`src/rtl/glyph_row_scheduler_if.sv`:
```
// Signal bundle between the glyph row scheduler and its surroundings (timing, config, font ROM,
// colour mux).
interface glyph_row_scheduler_if;
  logic        clk_en;
  logic [10:0] h_count;
  logic [10:0] v_count;
  logic        cfg_we;
  logic [4:0]  cfg_addr;
  logic [10:0] cfg_x;
  logic [10:0] cfg_y;
  logic [3:0]  cfg_bcd;
  logic        cfg_en;
  logic        rom_en;
  logic [7:0]  rom_addr;
  logic [7:0]  rom_data;
  logic        pixon;
  logic        busy;
  logic        overrun;

  modport master (
    output clk_en, h_count, v_count, cfg_we, cfg_addr, cfg_x, cfg_y, cfg_bcd, cfg_en, rom_data,
    input  rom_en, rom_addr, pixon, busy, overrun
  );

  modport slave (
    input  clk_en, h_count, v_count, cfg_we, cfg_addr, cfg_x, cfg_y, cfg_bcd, cfg_en, rom_data,
    output rom_en, rom_addr, pixon, busy, overrun
  );
endinterface

```
`src/rtl/glyph_row_scheduler.sv`:
```
// Fetches next-line glyph rows for every digit cell from one shared font ROM during hblank,
// then serialises the swapped-in rows into a single registered pixon stream.
module glyph_row_scheduler #(
  parameter int unsigned NUM_CELLS = 27,
  parameter int unsigned H_ACTIVE  = 640,
  parameter int unsigned V_TOTAL   = 525
) (
  input logic                  clk,
  input logic                  reset,
  glyph_row_scheduler_if.slave bus
);

  typedef enum logic [1:0] {StIdle, StScan, StLast, StDone} state_e;

  localparam logic [4:0] LastIdx = 5'(NUM_CELLS - 1);

  // Cell table
  logic [10:0]          tab_x   [NUM_CELLS];
  logic [10:0]          tab_y   [NUM_CELLS];
  logic [3:0]           tab_bcd [NUM_CELLS];
  logic [NUM_CELLS-1:0] tab_en;

  // Shadow (being fetched) and active (being displayed) row sets
  logic [7:0]           shadow_row [NUM_CELLS];
  logic [10:0]          shadow_x   [NUM_CELLS];
  logic [NUM_CELLS-1:0] shadow_hit;
  logic [7:0]           active_row [NUM_CELLS];
  logic [10:0]          active_x   [NUM_CELLS];
  logic [NUM_CELLS-1:0] active_hit;

  state_e      state_q;
  logic [4:0]  idx_q;
  logic [10:0] line_q;
  logic        rom_en_q;
  logic [7:0]  rom_addr_q;
  logic        cap_q;
  logic [4:0]  cap_idx_q;
  logic        busy_q;
  logic        pixon_q;
  logic        overrun_q;

  logic        trig;
  logic        swap;
  logic [10:0] l_now;
  logic        look_valid;
  logic [4:0]  look_idx;
  logic [10:0] look_line;
  logic [10:0] lk_x;
  logic [10:0] lk_y;
  logic [3:0]  lk_bcd;
  logic        lk_en;
  logic [10:0] lk_diff;
  logic        lk_hit;
  logic        pix_d;

  assign trig  = bus.clk_en && (bus.h_count == 11'(H_ACTIVE));
  assign swap  = bus.clk_en && (bus.h_count == 11'd0);
  assign l_now = (bus.v_count == 11'(V_TOTAL - 1)) ? 11'd0 : bus.v_count + 11'd1;

  always_ff @(posedge clk or posedge reset) begin
    if (reset) begin
      for (int i = 0; i < int'(NUM_CELLS); i++) begin
        tab_x[i]   <= '0;
        tab_y[i]   <= '0;
        tab_bcd[i] <= '0;
      end
      tab_en <= '0;
    end else if (bus.cfg_we && ({27'd0, bus.cfg_addr} < NUM_CELLS)) begin
      tab_x[bus.cfg_addr]   <= bus.cfg_x;
      tab_y[bus.cfg_addr]   <= bus.cfg_y;
      tab_bcd[bus.cfg_addr] <= bus.cfg_bcd;
      tab_en[bus.cfg_addr]  <= bus.cfg_en;
    end
  end

  // The cell visited in the next cycle is looked up now so rom_en/rom_addr leave a register.
  always_comb begin
    look_valid = trig || ((state_q == StScan) && (idx_q != LastIdx));
    look_idx   = trig ? 5'd0 : idx_q + 5'd1;
    look_line  = trig ? l_now : line_q;
    if (!look_valid) look_idx = 5'd0;
    lk_x    = tab_x[look_idx];
    lk_y    = tab_y[look_idx];
    lk_bcd  = tab_bcd[look_idx];
    lk_en   = tab_en[look_idx];
    lk_diff = look_line - lk_y;
    lk_hit  = lk_en && (lk_bcd <= 4'd9) && (look_line >= lk_y) && (lk_diff < 11'd16);
  end

  always_ff @(posedge clk or posedge reset) begin
    if (reset) begin
      state_q    <= StIdle;
      idx_q      <= '0;
      line_q     <= '0;
      rom_en_q   <= 1'b0;
      rom_addr_q <= '0;
      cap_q      <= 1'b0;
      cap_idx_q  <= '0;
      busy_q     <= 1'b0;
      shadow_hit <= '0;
      for (int i = 0; i < int'(NUM_CELLS); i++) begin
        shadow_row[i] <= '0;
        shadow_x[i]   <= '0;
      end
    end else begin
      if (cap_q) begin
        shadow_row[cap_idx_q] <= bus.rom_data;
        shadow_hit[cap_idx_q] <= 1'b1;
      end
      cap_q     <= rom_en_q;
      cap_idx_q <= idx_q;

      if (look_valid) begin
        idx_q              <= look_idx;
        shadow_x[look_idx] <= lk_x;
        rom_en_q           <= lk_hit;
        rom_addr_q         <= {lk_bcd, lk_diff[3:0]};
        if (!lk_hit) begin
          shadow_row[look_idx] <= '0;
          shadow_hit[look_idx] <= 1'b0;
        end
      end else begin
        rom_en_q <= 1'b0;
      end

      // A trigger in any state restarts the fetch and drops partial shadow data.
      if (trig) begin
        state_q    <= StScan;
        line_q     <= l_now;
        busy_q     <= 1'b1;
        shadow_hit <= '0;
        cap_q      <= 1'b0;
      end else begin
        unique case (state_q)
          StScan:  if (idx_q == LastIdx) state_q <= StLast;
          StLast:  state_q <= StDone;
          StDone: begin
            state_q <= StIdle;
            busy_q  <= 1'b0;
          end
          default: ;
        endcase
      end
    end
  end

  function automatic logic cell_on(input logic hit, input logic [7:0] row,
                                   input logic [10:0] x, input logic [10:0] h);
    logic [10:0] dx;
    dx = h - x;
    return hit && (h >= x) && (dx < 11'd8) && row[3'd7 - dx[2:0]];
  endfunction

  always_comb begin
    pix_d = 1'b0;
    for (int i = 0; i < int'(NUM_CELLS); i++) begin
      pix_d = pix_d | cell_on(active_hit[i], active_row[i], active_x[i], bus.h_count);
    end
  end

  always_ff @(posedge clk or posedge reset) begin
    if (reset) begin
      active_hit <= '0;
      for (int i = 0; i < int'(NUM_CELLS); i++) begin
        active_row[i] <= '0;
        active_x[i]   <= '0;
      end
      pixon_q   <= 1'b0;
      overrun_q <= 1'b0;
    end else begin
      if (swap) begin
        active_row <= shadow_row;
        active_x   <= shadow_x;
        active_hit <= shadow_hit;
        if (busy_q) overrun_q <= 1'b1;
      end
      pixon_q <= pix_d;
    end
  end

  assign bus.rom_en   = rom_en_q;
  assign bus.rom_addr = rom_addr_q;
  assign bus.pixon    = pixon_q;
  assign bus.busy     = busy_q;
  assign bus.overrun  = overrun_q;

endmodule

```
`src/flat_wrapper.sv`:
```
// flat-port wrapper written by rule: the top's interface ports become plain ports
module glyph_row_scheduler_flat 
#(
  parameter int unsigned NUM_CELLS = 27,
  parameter int unsigned H_ACTIVE  = 640,
  parameter int unsigned V_TOTAL   = 525
)
  (clk, reset, bus_clk_en, bus_h_count, bus_v_count, bus_cfg_we, bus_cfg_addr, bus_cfg_x, bus_cfg_y, bus_cfg_bcd, bus_cfg_en, bus_rom_data, bus_rom_en, bus_rom_addr, bus_pixon, bus_busy, bus_overrun);
  glyph_row_scheduler_if bus_i ();
  input logic clk;
  input logic reset;
  input wire logic [$bits(bus_i.clk_en)-1:0] bus_clk_en;
  input wire logic [$bits(bus_i.h_count)-1:0] bus_h_count;
  input wire logic [$bits(bus_i.v_count)-1:0] bus_v_count;
  input wire logic [$bits(bus_i.cfg_we)-1:0] bus_cfg_we;
  input wire logic [$bits(bus_i.cfg_addr)-1:0] bus_cfg_addr;
  input wire logic [$bits(bus_i.cfg_x)-1:0] bus_cfg_x;
  input wire logic [$bits(bus_i.cfg_y)-1:0] bus_cfg_y;
  input wire logic [$bits(bus_i.cfg_bcd)-1:0] bus_cfg_bcd;
  input wire logic [$bits(bus_i.cfg_en)-1:0] bus_cfg_en;
  input wire logic [$bits(bus_i.rom_data)-1:0] bus_rom_data;
  output wire logic [$bits(bus_i.rom_en)-1:0] bus_rom_en;
  output wire logic [$bits(bus_i.rom_addr)-1:0] bus_rom_addr;
  output wire logic [$bits(bus_i.pixon)-1:0] bus_pixon;
  output wire logic [$bits(bus_i.busy)-1:0] bus_busy;
  output wire logic [$bits(bus_i.overrun)-1:0] bus_overrun;
  assign bus_i.clk_en = bus_clk_en;
  assign bus_i.h_count = bus_h_count;
  assign bus_i.v_count = bus_v_count;
  assign bus_i.cfg_we = bus_cfg_we;
  assign bus_i.cfg_addr = bus_cfg_addr;
  assign bus_i.cfg_x = bus_cfg_x;
  assign bus_i.cfg_y = bus_cfg_y;
  assign bus_i.cfg_bcd = bus_cfg_bcd;
  assign bus_i.cfg_en = bus_cfg_en;
  assign bus_i.rom_data = bus_rom_data;
  assign bus_rom_en = bus_i.rom_en;
  assign bus_rom_addr = bus_i.rom_addr;
  assign bus_pixon = bus_i.pixon;
  assign bus_busy = bus_i.busy;
  assign bus_overrun = bus_i.overrun;
  glyph_row_scheduler #(.NUM_CELLS(NUM_CELLS), .H_ACTIVE(H_ACTIVE), .V_TOTAL(V_TOTAL)) u_core (.clk(clk), .reset(reset), .bus(bus_i));
endmodule
```
`config.mk`:
```
export PLATFORM = sky130hd
export DESIGN_NAME = glyph_row_scheduler_flat
export DESIGN_NICKNAME = d
export VERILOG_FILES = /design/src/rtl/glyph_row_scheduler_if.sv /design/src/rtl/glyph_row_scheduler.sv /design/src/flat_wrapper.sv
export SDC_FILE = /design/constraint.sdc
export NUM_CORES = 2
export LEC_CHECK = 0
export CORE_ASPECT_RATIO = 0.5
export CORE_MARGIN = 2
export CORE_UTILIZATION = 41
export CTS_CLUSTER_DIAMETER = 80
export DETAILED_ROUTE_END_ITERATION = 6
export PLACE_DENSITY = 0.65
export SYNTH_ARGS = -nofsm -noshare
export SYNTH_HDL_FRONTEND = slang
export SYNTH_SLANG_ARGS = --single-unit
```
`constraint.sdc`:
```
create_clock -name clk -period 145.1 [get_ports clk]
set_input_delay 36.275 -clock clk [delete_from_list [all_inputs] [get_ports clk]]
set_output_delay 36.275 -clock clk [all_outputs]
set_load 0.01 [all_outputs]
```
Word level (Yosys, flattened, before mapping)
Index checks and enable logic that the tools add are counted.
Storage, ports and cells
  flip-flop bits (word level): 1845
  output and inout bits: 12
  logic and storage cells: 603
Cells by class
  add/subtract/negate cells: 57
  bitwise gates (word level): 34
  mux-type cells: 105
  equality and inequality tests: 8
  reductions and logical operators: 100
  order comparisons: 97
Operator list (number)
  $bwmux 297: 3
  $mux 216: 3
  $ge 11x11->1: 28
  $sub 11x11->11: 28
  $lt 11x4->1 const B: 27
  $and 216x216->216: 1
  $bwmux 216: 1
  $not 216->216: 1
  $bmux 11 s5: 2
  $demux 11 s5: 2
  $bwmux 108: 1
  $lt 3x4->1 const B: 27
  $mux 27: 4
  $logic_and 1x1->1: 94
  $mux 11: 8
  $bmux 1 s3: 27
  $sub 3x3->3 const A: 27
  $demux 8 s5: 2
  $mux 1: 35
  $and 27x27->27: 1
  $bwmux 27: 1
  $not 27->27: 1
  $or 27x27->27: 1
  $or 1x1->1: 26
  30 further kinds: 50

Depth between registers and ports, before layout
  depth after elaboration: 31
  depth in mapped cells: 32
  mapped depth without buffers: 22

Worst setup path after synthesis
No wires, ideal clock.
  path kind: input to register
  start point: input bus_h_count[3]
  end point: register u_core.shadow_hit[17]
  required time: 144.996 ns
  path slack: 103.371 ns
  stages on the path: 23
  arrival time: 41.625 ns
  setup time: 0.104 ns
  cell sequence: or4_4 > or4_4 > and3_1 > buf_2 > buf_6 > clkbuf_1 > buf_2 > clkbuf_1 > a222oi_1 > a21oi_1 > or4_1 > nor4_1 > ha_1 > a21oi_1 > o21bai_1 > a21o_1 > a21oi_1 > xnor2_1 > nor4_1 > nor3b_1 > o211ai_1 > clkbuf_1 > a221oi_1
Between the ends
  longest elaborated chain between the ends: 15
  elaborated cells between the ends (all ways): 32
  those cells by class: 1 x add/sub; 5 x order compare; 1 x eq/ne; 16 x mux; 3 x bitwise; 6 x reduce/logical
Ends and longest elaborated chain
  start: declaration: RTL line flat_wrapper.sv:13  | input wire logic [$bits(bus_i.h_count)-1:0] bus_h_count;
  $eq 11x10->1 (*): RTL line glyph_row_scheduler.sv:56  | assign trig = bus.clk_en && (bus.h_count == 11'(H_ACTIVE));
  $logic_and 1x1->1 (*): RTL line glyph_row_scheduler.sv:56
  branches (longest 12 deep; another with $sub 11x11->11)
  $mux 27 (*): RTL line glyph_row_scheduler.sv:127  | if (trig) begin
  end signal: assignment: RTL line glyph_row_scheduler.sv:100  | shadow_hit <= '0;
  end signal: indexed assignment: RTL line glyph_row_scheduler.sv:120  | shadow_hit[look_idx] <= 1'b0;
  end signal: assignment: RTL line glyph_row_scheduler.sv:131  | shadow_hit <= '0;
  end: declaration: RTL line glyph_row_scheduler.sv:26  | logic [NUM_CELLS-1:0] shadow_hit;
Every way passes the cells marked *. The select of a mux whose other input is x is not followed.
A chain may end at the register's enable or synchronous reset.

Worst setup path after layout
  start point: input bus_h_count[0]
  end point: register u_core.shadow_hit[9]
The elaborated chain is that of the path after synthesis.

==> results.md <==
- Status: finished with violations
- Failing checks: DRC, capacitance limit, slew limit
- Clock sinks: ~1,800
- Synth unique cells: 78
- Die area: between 200,000 and 250,000 um^2
- I/O pins: 78
- Hold-fix buffer count after cts: 0
- Commonest cells after routing, fill and taps aside: dfrtp_1 (1,845), nand2_1 (1,341), a21oi_1 (791), mux2_2 (761), nor2_1 (494)
- Final Critical Period: roughly 44 ns
- Vias in the first global route: roughly 63,000
- VDD IR max: roughly 0.016 mV
- Worst skew pair latency: 0.85 ns
- Htree depth: 4
- Global-route wire length before repair: approximately 390 mm
- Clock skew: about 0.029 ns
- Post-route DRC: 2
- Adder-cell share of the synthesized area: under 10%
- Row cnt: around 120
- Cells after Synth: between 8,000 and 9,000
- Detailed Route Iter0 Violations: approximately 6,800
- FF-to-FF Start: u_core.idx_q[1]
- CTS tree: done
- CTS clk-pin slew, worst paths: roughly 0.07 ns
- Flop-to-flop setup slack: 136.82 ns
- Max cap viols: 1
- RSZ-0062 raised after global routing: false
- Hold Worst Slack: 0.4559 ns
- Synth Area in Compound Gates: 13.36%
- FF-to-FF path depth: 24
- Achievable clock frequency: 22.85 MHz
- Final WL: ~250 mm
- Fin crit share: between 30% and 40%
- Final Hold Vio Count: 0
- All-Layer GR Usage: between 20% and 30%
- Final Slew Violations: 2
- Reg2Reg Capture Point: u_core.shadow_hit[9]
- Setup CP Type: input port to flip-flop
- Via count: 65,667
- Largest net degree at the start of global routing: 173
- #FFs+latches synth: around 1,800
- WP data arrival: 44.44 ns
- Die Span X: 664.9 um
- Synth warn: 0
- Final Cell Area: slightly below 100,000 um^2
- Most common cell after layout, fill and taps aside: dfrtp_1
- Worst Hold Class: flip-flop to flip-flop
- Clock buffer depth: 3
- Crit-path max FO: 122
- Multi-input gate area: between 40,000 and 50,000 um^2
- Ys flop type: dfrtp_1
- Share of cells above drive strength 1: approximately 17%
- Seq/Total Area, Yosys: 51.56%
- Number of synthesized flops with an enable pin: 0
- Detail Route Antenna Nets: 0
- Max-slew headroom: -5.481%
- Via-to-Cell Ratio: around 5.7
- Simple-Gate Fraction of Synth Area: between 10% and 20%
- Syn_nets: ~9,000
- # resized after CTS: 0
- CORE AREA: about 220,000 um^2
- Initial antenna violation count: 8
- Wirelength per Cell: 22.22 um
- Worst setup path endpoint: u_core.shadow_hit[9]
- CTS buffer count: approximately 180
- Final setup vio count: 0
- Fill cells: 20,077
- DP Area: ~93,000 um^2
- Setup TNS: 0 ns
- CP startpoint: bus_h_count[0]
- Worst setup SP type: input port
- HPWL Detailed: 149.3 mm
- Slew @ Worst Pin: approximately 1.5 ns
- Synthesized area: about 90,000 um^2
- Pre-antenna DRT Iters: 7
- Pwr dens: ~13 nW/um^2
- Clk root buf: clkbuf_16
- Die Height: between 300 and 400 um
- Storage cell area: about 46,000 um^2
- Fraction of synthesized area in multiplexers: 14.01%
- Post-CTS Setup Inserts: 0
- # nets final: ~9,000
- IO Port Bufs: 77
- Grt total ovfl: 0
- Initial Utilization: between 40% and 50%
- WP data required: between 100 and 150 ns
- Synthesized area per cell: approximately 10 um^2
- Endpoint class of the critical path: flip-flop
- Largest family of logic cells by synthesized area: multiplexers
- Layout area overhead: 10.92%
- RD Place Congestion: between 0.8 and 0.9
- Xor/xnor share of the synthesized area: less than 1%
- Leakage power: around 0.047 uW
- Async set or reset register ratio after synthesis: 100.0%
==> area by class of cell <==
type	count	share of cell area, %
inverters	410	1.557
diodes	6	0.01512
flip-flops and latches	1845	46.49
multi-input cells	5776	40.34
well taps	2890	3.641
clock buffers	249	5.192
repair buffers	208	1.741
clock inverters	78	1.027
==> sequential cells by signal, summed over array words and instances, names as in the netlist, 108 cells and up <==
name,count
u_core.active_x,297
u_core.shadow_x,297
u_core.shadow_row,216
u_core.active_row,216
u_core.tab_bcd,108
u_core.tab_y,297
u_core.tab_x,297
==> Yosys cell counts (all sizes together) (15+ instances only) <==
library cell  number  area share, %
a211oi            39           0.33
a21boi            21           0.18
a21o              51           0.43
a21oi            832            4.8
a222oi           148            1.7
a22o              16           0.16
a22oi             51           0.43
a31oi             39           0.27
and3              22           0.15
buf               93           0.52
clkbuf           436            1.8
dfrtp           1845             52
fa                28           0.63
ha               312            4.4
inv              410            1.7
mux2             761            9.6
mux2i            262            2.9
mux4              60            1.5
nand2           1363            5.7
nand2b            57           0.40
nand3             44           0.25
nand3b            15           0.13
nand4             25           0.17
nor2             521            2.2
nor2b             52           0.36
nor3              73           0.41
nor3b             24           0.20
nor4              48           0.45
o2111ai           21           0.21
o211ai            24           0.20
o21a              48           0.40
o21ai            447            2.5
o21bai            15           0.13
o221ai            16           0.16
o22ai             45           0.31
or3               20           0.14
or4               34           0.31
xnor2             58           0.57
xor2              26           0.25
==> per-stage QoR <==
stage	util, %	power [uW]	instances	worst slack, ns
6_report	45.68	1303	11462	101.33
4_1_cts	45.68	1308	11456	101.56
2_1_floorplan	-	732.3	8560	56.73
5_1_grt	45.68	1351	11460	100.97
3_3_place_gp	42.84	809.2	11129	100.74
3_5_place_dp	42.84	813.9	11129	100.67
==> how the worst min path moves through the flow <==
stage	from	cells past startpoint	slack, ns	end
2_1_floorplan	u_core.idx_q[2]	0	0.35	u_core.cap_idx_q[2]
3_3_place_gp	u_core.bus.overrun	1	0.44	u_core.bus.overrun
3_5_place_dp	u_core.bus.overrun	1	0.45	u_core.bus.overrun
4_1_cts	u_core.shadow_row[192]	2	0.46	u_core.active_row[192]
5_1_grt	u_core.active_row[202]	2	0.48	u_core.active_row[202]
6_report	u_core.bus.overrun	1	0.46	u_core.bus.overrun
==> power by group <==
part,switching [uW],total [uW],internal [uW]
Sequential,31.4,597,566
Clock,210,495,285
Combinational,135,211,75.5
==> logic make-up after synthesis <==
group | count (synthesis)
adders and majority gates | 340
DFF | 1845
buffers and inverters | 939
AOI/OAI and AO/OA | 1932
muxes | 1083
xor gates and xnor gates | 84
and+or+nand+nor | 2337
==> metal layers <==
layer / vias to the layer above / routed length (um) / GRT usage, % / share of wire [%]
met1: 33432 / 114200 / 32.02 / 45
met3: 400 / 16280 / 3.296 / 6.4
li1: 29797 / - / - / -
met5: - / 0 / 0 / 0
met4: 0 / 7027 / 6.780 / 2.8
met2: 2038 / 117200 / 36.21 / 46
==> worst max-delay path, stage by stage <==
cell and delay, ns:
clkdlybuf4s50_1 0.48, or4_4 0.61, or4_4 0.79, and3_4 0.48, buf_12 0.38, a222oi_1 0.40, a21oi_1 0.11, or4_1 0.57
nor4_1 0.67, ha_1 0.34, nor3b_1 0.07, a21oi_1 0.11, a21oi_1 0.05, a31oi_1 0.18, a211oi_1 0.07, a31oi_1 0.16
nor4_1 0.07, nor3b_1 0.15, o211ai_1 0.13, buf_4 0.35, buf_4 0.71, buf_4 0.80, a221oi_1 0.21
Power figures use the tool's default switching activity.
